### config.mk
export PLATFORM = sky130hd
export DESIGN_NAME = eth_header_tx_mc
export DESIGN_NICKNAME = d
export VERILOG_FILES = /design/src/rtl/eth_pkg.sv /design/src/rtl/eth_prio_arb.sv /design/src/rtl/eth_header_tx_mc.sv
export SDC_FILE = /design/constraint.sdc
export NUM_CORES = 1
export LEC_CHECK = 0
export ABC_AREA = 0
export BUFFER_PORTS_ARGS = -buffer_cell sky130_fd_sc_hd__buf_2
export CORE_ASPECT_RATIO = 1.75
export CORE_MARGIN = 5
export CORE_UTILIZATION = 50
export CTS_CLUSTER_DIAMETER = 80
export CTS_CLUSTER_SIZE = 30
export DETAILED_ROUTE_END_ITERATION = 12
export PLACE_DENSITY = 0.73
export SYNTH_ARGS = -nofsm -noshare
export SYNTH_HDL_FRONTEND = slang
export SYNTH_HIERARCHICAL = 1
export SYNTH_SLANG_ARGS = --single-unit
### constraint.sdc
create_clock -name aclk -period 1.7 [get_ports aclk]
set_clock_uncertainty 0.05 [all_clocks]
set_input_delay 0.255 -clock aclk [delete_from_list [all_inputs] [get_ports aclk]]
set_output_delay 0.255 -clock aclk [all_outputs]
set_load 0.005 [all_outputs]
### src/rtl/eth_pkg.sv
// Shared Ethernet constants, header FSM states and the header packing helper.
package eth_pkg;

  localparam logic [15:0] ETH_TYPE_ARP  = 16'h0806;
  localparam logic [15:0] ETH_TYPE_IPV4 = 16'h0800;
  localparam logic [15:0] ETH_TPID_VLAN = 16'h8100;

  localparam int ETH_HDR_LEN      = 14;
  localparam int ETH_VLAN_HDR_LEN = 18;
  localparam int ETH_HDR_BITS     = 8 * ETH_VLAN_HDR_LEN;

  typedef enum logic {
    IDLE,
    SEND
  } hdr_state_e;

  // Packs the header so that wire byte k sits at bits [8k+7:8k]; bytes past the
  // header length are zero, so shifting right always exposes zero-filled lanes.
  function automatic logic [ETH_HDR_BITS-1:0] pack_header(
    input logic [47:0] da,
    input logic [47:0] sa,
    input logic        vlan,
    input logic [15:0] tci,
    input logic [15:0] etype
  );
    logic [7:0]              b [ETH_VLAN_HDR_LEN];
    logic [ETH_HDR_BITS-1:0] h;
    for (int i = 0; i < 6; i++) begin
      b[i]     = da[47-8*i -: 8];
      b[6 + i] = sa[47-8*i -: 8];
    end
    if (vlan) begin
      b[12] = ETH_TPID_VLAN[15:8];
      b[13] = ETH_TPID_VLAN[7:0];
      b[14] = tci[15:8];
      b[15] = tci[7:0];
      b[16] = etype[15:8];
      b[17] = etype[7:0];
    end else begin
      b[12] = etype[15:8];
      b[13] = etype[7:0];
      b[14] = 8'h00;
      b[15] = 8'h00;
      b[16] = 8'h00;
      b[17] = 8'h00;
    end
    h = '0;
    for (int k = 0; k < ETH_VLAN_HDR_LEN; k++) begin
      h[8*k +: 8] = b[k];
    end
    return h;
  endfunction

endpackage

### src/rtl/eth_prio_arb.sv
// Fixed-priority arbiter: the lowest set request wins; returns one-hot and index.
module eth_prio_arb #(
  parameter  int N     = 2,
  localparam int IDX_W = (N > 1) ? $clog2(N) : 1
) (
  input  logic [N-1:0]     req,
  output logic [N-1:0]     grant,
  output logic [IDX_W-1:0] idx,
  output logic             any
);

  // Scan from the top down so the lowest requesting index is the last to win.
  always_comb begin
    // NOTE: every output gets a default before the loop; a path that leaves one
    // unassigned would infer a latch.
    grant = '0;
    idx   = '0;
    any   = |req;
    for (int i = N - 1; i >= 0; i--) begin
      if (req[i]) begin
        grant    = '0;
        grant[i] = 1'b1;
        idx      = IDX_W'(i);
      end
    end
  end

endmodule

### src/rtl/eth_header_tx_mc.sv
// Multi-channel Ethernet II header serializer with optional 802.1Q tag.
// Arbitrates clients on hdr_start, latches the header, streams it over an
// AXI-Stream-style master and pulses ch_done to the granted client.
module eth_header_tx_mc
  import eth_pkg::*;
#(
  parameter int                    DATA_BYTES = 1,
  parameter int                    N_CH       = 2,
  // Channel i's EtherType lives in CH_TYPE[i]; channel 0 is the low slot.
  parameter logic [N_CH-1:0][15:0] CH_TYPE    = {ETH_TYPE_IPV4, ETH_TYPE_ARP}
) (
  input  logic                    aclk,
  input  logic                    aresetn,
  input  logic                    hdr_start,
  input  logic [N_CH-1:0]         ch_req,
  input  logic [47:0]             mac_d_addr,
  input  logic [47:0]             mac_s_addr,
  input  logic                    vlan_en,
  input  logic [15:0]             vlan_tci,
  output logic [8*DATA_BYTES-1:0] m_tdata,
  output logic [DATA_BYTES-1:0]   m_tkeep,
  output logic                    m_tvalid,
  input  logic                    m_tready,
  output logic                    m_tlast,
  output logic [N_CH-1:0]         ch_done,
  output logic                    no_req_err,
  output logic                    busy
);

  localparam int IDX_W      = (N_CH > 1) ? $clog2(N_CH) : 1;
  localparam int LANE_W     = 8 * DATA_BYTES;
  localparam int BEATS_STD  = (ETH_HDR_LEN + DATA_BYTES - 1) / DATA_BYTES;
  localparam int BEATS_VLAN = (ETH_VLAN_HDR_LEN + DATA_BYTES - 1) / DATA_BYTES;
  localparam int REM_STD    = ETH_HDR_LEN % DATA_BYTES;
  localparam int REM_VLAN   = ETH_VLAN_HDR_LEN % DATA_BYTES;

  localparam logic [4:0] LAST_STD  = 5'(BEATS_STD - 1);
  localparam logic [4:0] LAST_VLAN = 5'(BEATS_VLAN - 1);

  localparam logic [DATA_BYTES-1:0] KEEP_FULL = '1;
  localparam logic [DATA_BYTES-1:0] KEEP_STD  =
    (REM_STD == 0) ? KEEP_FULL : DATA_BYTES'((1 << REM_STD) - 1);
  localparam logic [DATA_BYTES-1:0] KEEP_VLAN =
    (REM_VLAN == 0) ? KEEP_FULL : DATA_BYTES'((1 << REM_VLAN) - 1);

  hdr_state_e              state_q, state_d;
  logic [ETH_HDR_BITS-1:0] hdr_q, hdr_d;
  logic [4:0]              beat_q, beat_d;
  logic                    vlan_q, vlan_d;
  logic [N_CH-1:0]         grant_q, grant_d;
  logic [N_CH-1:0]         done_q, done_d;
  logic                    err_q, err_d;

  logic [N_CH-1:0]  arb_grant;
  logic [IDX_W-1:0] arb_idx;
  logic             arb_any;
  logic             sending;
  logic             is_last;

  eth_prio_arb #(.N(N_CH)) u_arb (
    .req   (ch_req),
    .grant (arb_grant),
    .idx   (arb_idx),
    .any   (arb_any)
  );

  assign sending = (state_q == SEND);
  assign is_last = vlan_q ? (beat_q == LAST_VLAN) : (beat_q == LAST_STD);

  // Next-state: accept a start in IDLE, advance one beat per handshake in SEND.
  always_comb begin
    state_d = state_q;
    hdr_d   = hdr_q;
    beat_d  = beat_q;
    vlan_d  = vlan_q;
    grant_d = grant_q;
    done_d  = '0;
    err_d   = 1'b0;
    case (state_q)
      IDLE: begin
        if (hdr_start) begin
          if (arb_any) begin
            state_d = SEND;
            hdr_d   = pack_header(mac_d_addr, mac_s_addr, vlan_en, vlan_tci,
                                  CH_TYPE[arb_idx]);
            beat_d  = '0;
            vlan_d  = vlan_en;
            grant_d = arb_grant;
          end else begin
            err_d = 1'b1;
          end
        end
      end
      SEND: begin
        if (m_tready) begin
          if (is_last) begin
            state_d = IDLE;
            beat_d  = '0;
            done_d  = grant_q;
          end else begin
            hdr_d  = hdr_q >> LANE_W;
            beat_d = beat_q + 5'd1;
          end
        end
      end
      default: state_d = IDLE;
    endcase
  end

  // State and datapath registers with synchronous active-low reset.
  always_ff @(posedge aclk) begin
    // NOTE: sequential state uses non-blocking assignments so every register
    // samples pre-edge values regardless of block ordering. The header
    // register is cleared too: an abandoned frame must never leak bytes.
    if (!aresetn) begin
      state_q <= IDLE;
      hdr_q   <= '0;
      beat_q  <= '0;
      vlan_q  <= 1'b0;
      grant_q <= '0;
      done_q  <= '0;
      err_q   <= 1'b0;
    end else begin
      state_q <= state_d;
      hdr_q   <= hdr_d;
      beat_q  <= beat_d;
      vlan_q  <= vlan_d;
      grant_q <= grant_d;
      done_q  <= done_d;
      err_q   <= err_d;
    end
  end

  // Stream outputs are driven only while sending; lanes past the header are zero.
  always_comb begin
    m_tvalid = sending;
    busy     = sending;
    m_tdata  = sending ? hdr_q[LANE_W-1:0] : '0;
    m_tlast  = sending && is_last;
    m_tkeep  = '0;
    if (sending) begin
      m_tkeep = is_last ? (vlan_q ? KEEP_VLAN : KEEP_STD) : KEEP_FULL;
    end
  end

  assign ch_done    = done_q;
  assign no_req_err = err_q;

endmodule

==> metrics <==
outcome=finished with violations; failing checks=negative setup slack; antenna cells=0; Seq/Total Area, Yosys=42.2%; reg-to-reg slack, setup=-0.15 ns; DR vias/cell=approximately 6.1; critical path arrival=2.15 ns; post-route setup slack=-0.153 ns; Critical R2R Capture=hdr_q[126]; setup tns final=-10.07 ns; #FFs+latches synth=between 100 and 150; GRT overflow=0; core area=around 13000 um^2; post-synthesis cell count=around 670; DP HPWL=12200 um; initial antenna violation count=0; Num CTS Buffers=17; vias in the first global route=5968; pin count of the biggest net entering global routing=62; CTS H-tree lvls=4; routability congestion estimate=0.830; synth top area cells=dfxtp_1, mux2i_1, a211oi_2; CP peak stage delay=0.35 ns; Layout Nets=931; CTS max path bufs=2; CP top delay family=buffers and inverters; Syn Std Cell Area=6790 um^2; buffer and inverter count on the worst path=3; post-synth top area share=42.2%; Area after DPL=7610 um^2; clock slew at reported path FFs=0.06 ns; Period minus WS final=1.85 ns; Pwr Density=1050 nW/um^2; Worst Setup End Kind=register; WL/cell=21.4 um; final wirelength=21300 um; fraction of layout cells with a size suffix above 1=42.2%; port buffer count=between 100 and 150; Die Y=164 um; Cell Rows=56; kind of critical path=reg -> reg; R2R cell count=7; mux cell area share after synthesis=about 15%; DRC=0; DRT iter0 DRCs=400; clk sinks=143; critical-path cell list=and4bb_2, o211ai_4, buf_6, and2_4, buf_6, buf_12, mux2i_1; crit path launch=vlan_q; Routed Antenna Nets=0; Slew HR=71.7%; Final Max Slew Viols=0; Unique masters post-synth=40; GRT Util Overall=22.8%; actual slew at the worst max-slew pin=0.425 ns; critical path's slowest cell=dfxtp_2; clk_lat worst skew=0.43 ns; clock tree root driver cell=clkbuf_16; RSZ-0062 raised after global routing=true; synthesized area per cell=10.1 um^2; Tightest Hold Check Type=in -> reg; Initial Utilization=50.7%; Compound-Gate Fraction of Synth Area=29.4%; most common cell after layout, fill and taps aside=dfxtp_1; final hold violation count=0; drt first pass iters=4; cell depth of the worst setup path=7; most frequent cells in the layout=dfxtp_1, buf_2, a21oi_1; Post-Synth Simple-Gate Area=approximately 6.5%; worst reg2reg startpoint=vlan_q; via count=6068; Fin Hold WS=0.0558 ns; IO Count=roughly 130; area grow syn2layout=34.3%; first-pass GRT wire length=29500 um; Setup crit end=hdr_q[126]; Worst Path Max Fanout=6; Setup-failing EPs final=123; XOR/XNOR share of the synthesized area=0%; Leakage=3.50 nW; largest family of logic cells by synthesized area=compound AO/OA/AOI/OAI gates; Total Die Area=between 15000 and 20000 um^2; area leader, netlist=dfxtp_1; FMAX=roughly 540 MHz; fin area=9110 um^2; Max-Cap Viols=0; CP most frequent cell=buf_6; Warnings, synthesis=6; period utilisation layout=109%; Die Width=a little under 100 um; Syn Nets=794; Worst setup SP type=register; WP data required=1.99 ns; post-synthesis adder-cell area fraction=less than 1%; CTS tree=built; maximum VDD drop=0.000830 V
per-layer routing:
metal | up-vias | routed length, um | track usage [%]
met5 | - | 0 | 0
met4 | 0 | 848 | 11.3
met3 | 66 | 1130 | 5.57
met2 | 220 | 11500 | 41.5
met1 | 2977 | 7820 | 24.3
li1 | 2805 | - | -
sequential cells by signal (all words and copies together) (netlist names):
signal,flops
beat_q,5
ch_done,2
busy,1
hdr_q,131
vlan_q,1
grant_q,2
no_req_err,1
layout make-up:
class | count | area, um^2
Fill cell | 965 | 4270
Multi-Input combinational cell | 448 | 3700
Sequential cell | 143 | 2870
Timing Repair Buffer | 195 | 1700
Clock buffer | 18 | 439
Tap cell | 174 | 218
Clock inverter | 14 | 156
Inverter | 5 | 23.8
cell families after synthesis:
group / count (synthesis)
compound gates: 263
flops: 143
mux: 102
buf+inv: 83
simple gates: 80
fa+ha+maj: 2
worst min path at each step:
| stage | endpoint | depth (start not counted) | slack [ns] | from |
|---|---|---|---|---|
| floorplan | hdr_q[120] | 2 | 0.36 | vlan_tci[0] |
| global placement | hdr_q[120] | 2 | 0.39 | hdr_q[120] |
| detailed placement | hdr_q[115] | 2 | 0.40 | hdr_q[115] |
| CTS | hdr_q[127] | 3 | 0.05 | vlan_tci[7] |
| global route | hdr_q[127] | 3 | 0.05 | vlan_tci[7] |
| finish | hdr_q[127] | 3 | 0.06 | vlan_tci[7] |
metrics by stage:
step	setup slack, ns	power [mW]	util (%)	instances
3_3_place_gp	0.0279	5.38	56.9	931
6_report	-0.153	9.54	68.1	997
3_5_place_dp	-0.0348	5.46	56.9	931
2_1_floorplan	0.0378	5.02	-	673
4_1_cts	-0.158	9.22	62.8	973
5_1_grt	-0.209	9.88	68.1	997
report_power, final:
part / internal [mW] / leakage (nW) / switching [mW]
clock: 2.22 / 0.276 / 1.54
sequential: 3.66 / 1.18 / 0.186
combinational: 0.915 / 2.04 / 1.03
worst register-to-register path: cells and delay by family (launching register included):
kind                   cells  cell delay (ns)
muxes                      1             0.21
DFF                        1             0.35
buffers and inverters      3             0.48
and+or+nand+nor            2             0.46
AOI/OAI and AO/OA          1             0.24
synth_stat cells, drive strengths merged:
cell and number:
a211oi 106, a21oi 117, a22o 6, a22oi 5, a31oi 3, and2 9
and3b 1, and4 2, and4bb 2, buf 33, clkbuf 45, dfxtp 143
ha 2, inv 5, mux2i 102, nand2 37, nand2b 2, nand3 9
nand3b 2, nand4 7, nand4b 2, nor2 1, nor2b 3, nor3 1
nor4b 1, o211ai 1, o21ai 9, o22ai 13, o31ai 1, o32ai 2
or2 1
repair_timing:
item | CTS | global route
pin swaps | 3 | 14
resized for setup | 12 | 63
hold buffers | 0 | 0
cloned | 4 | 18
setup buffers | 6 | 6
setup endpoints to repair | 62 | 132
Power figures use the tool's default switching activity.
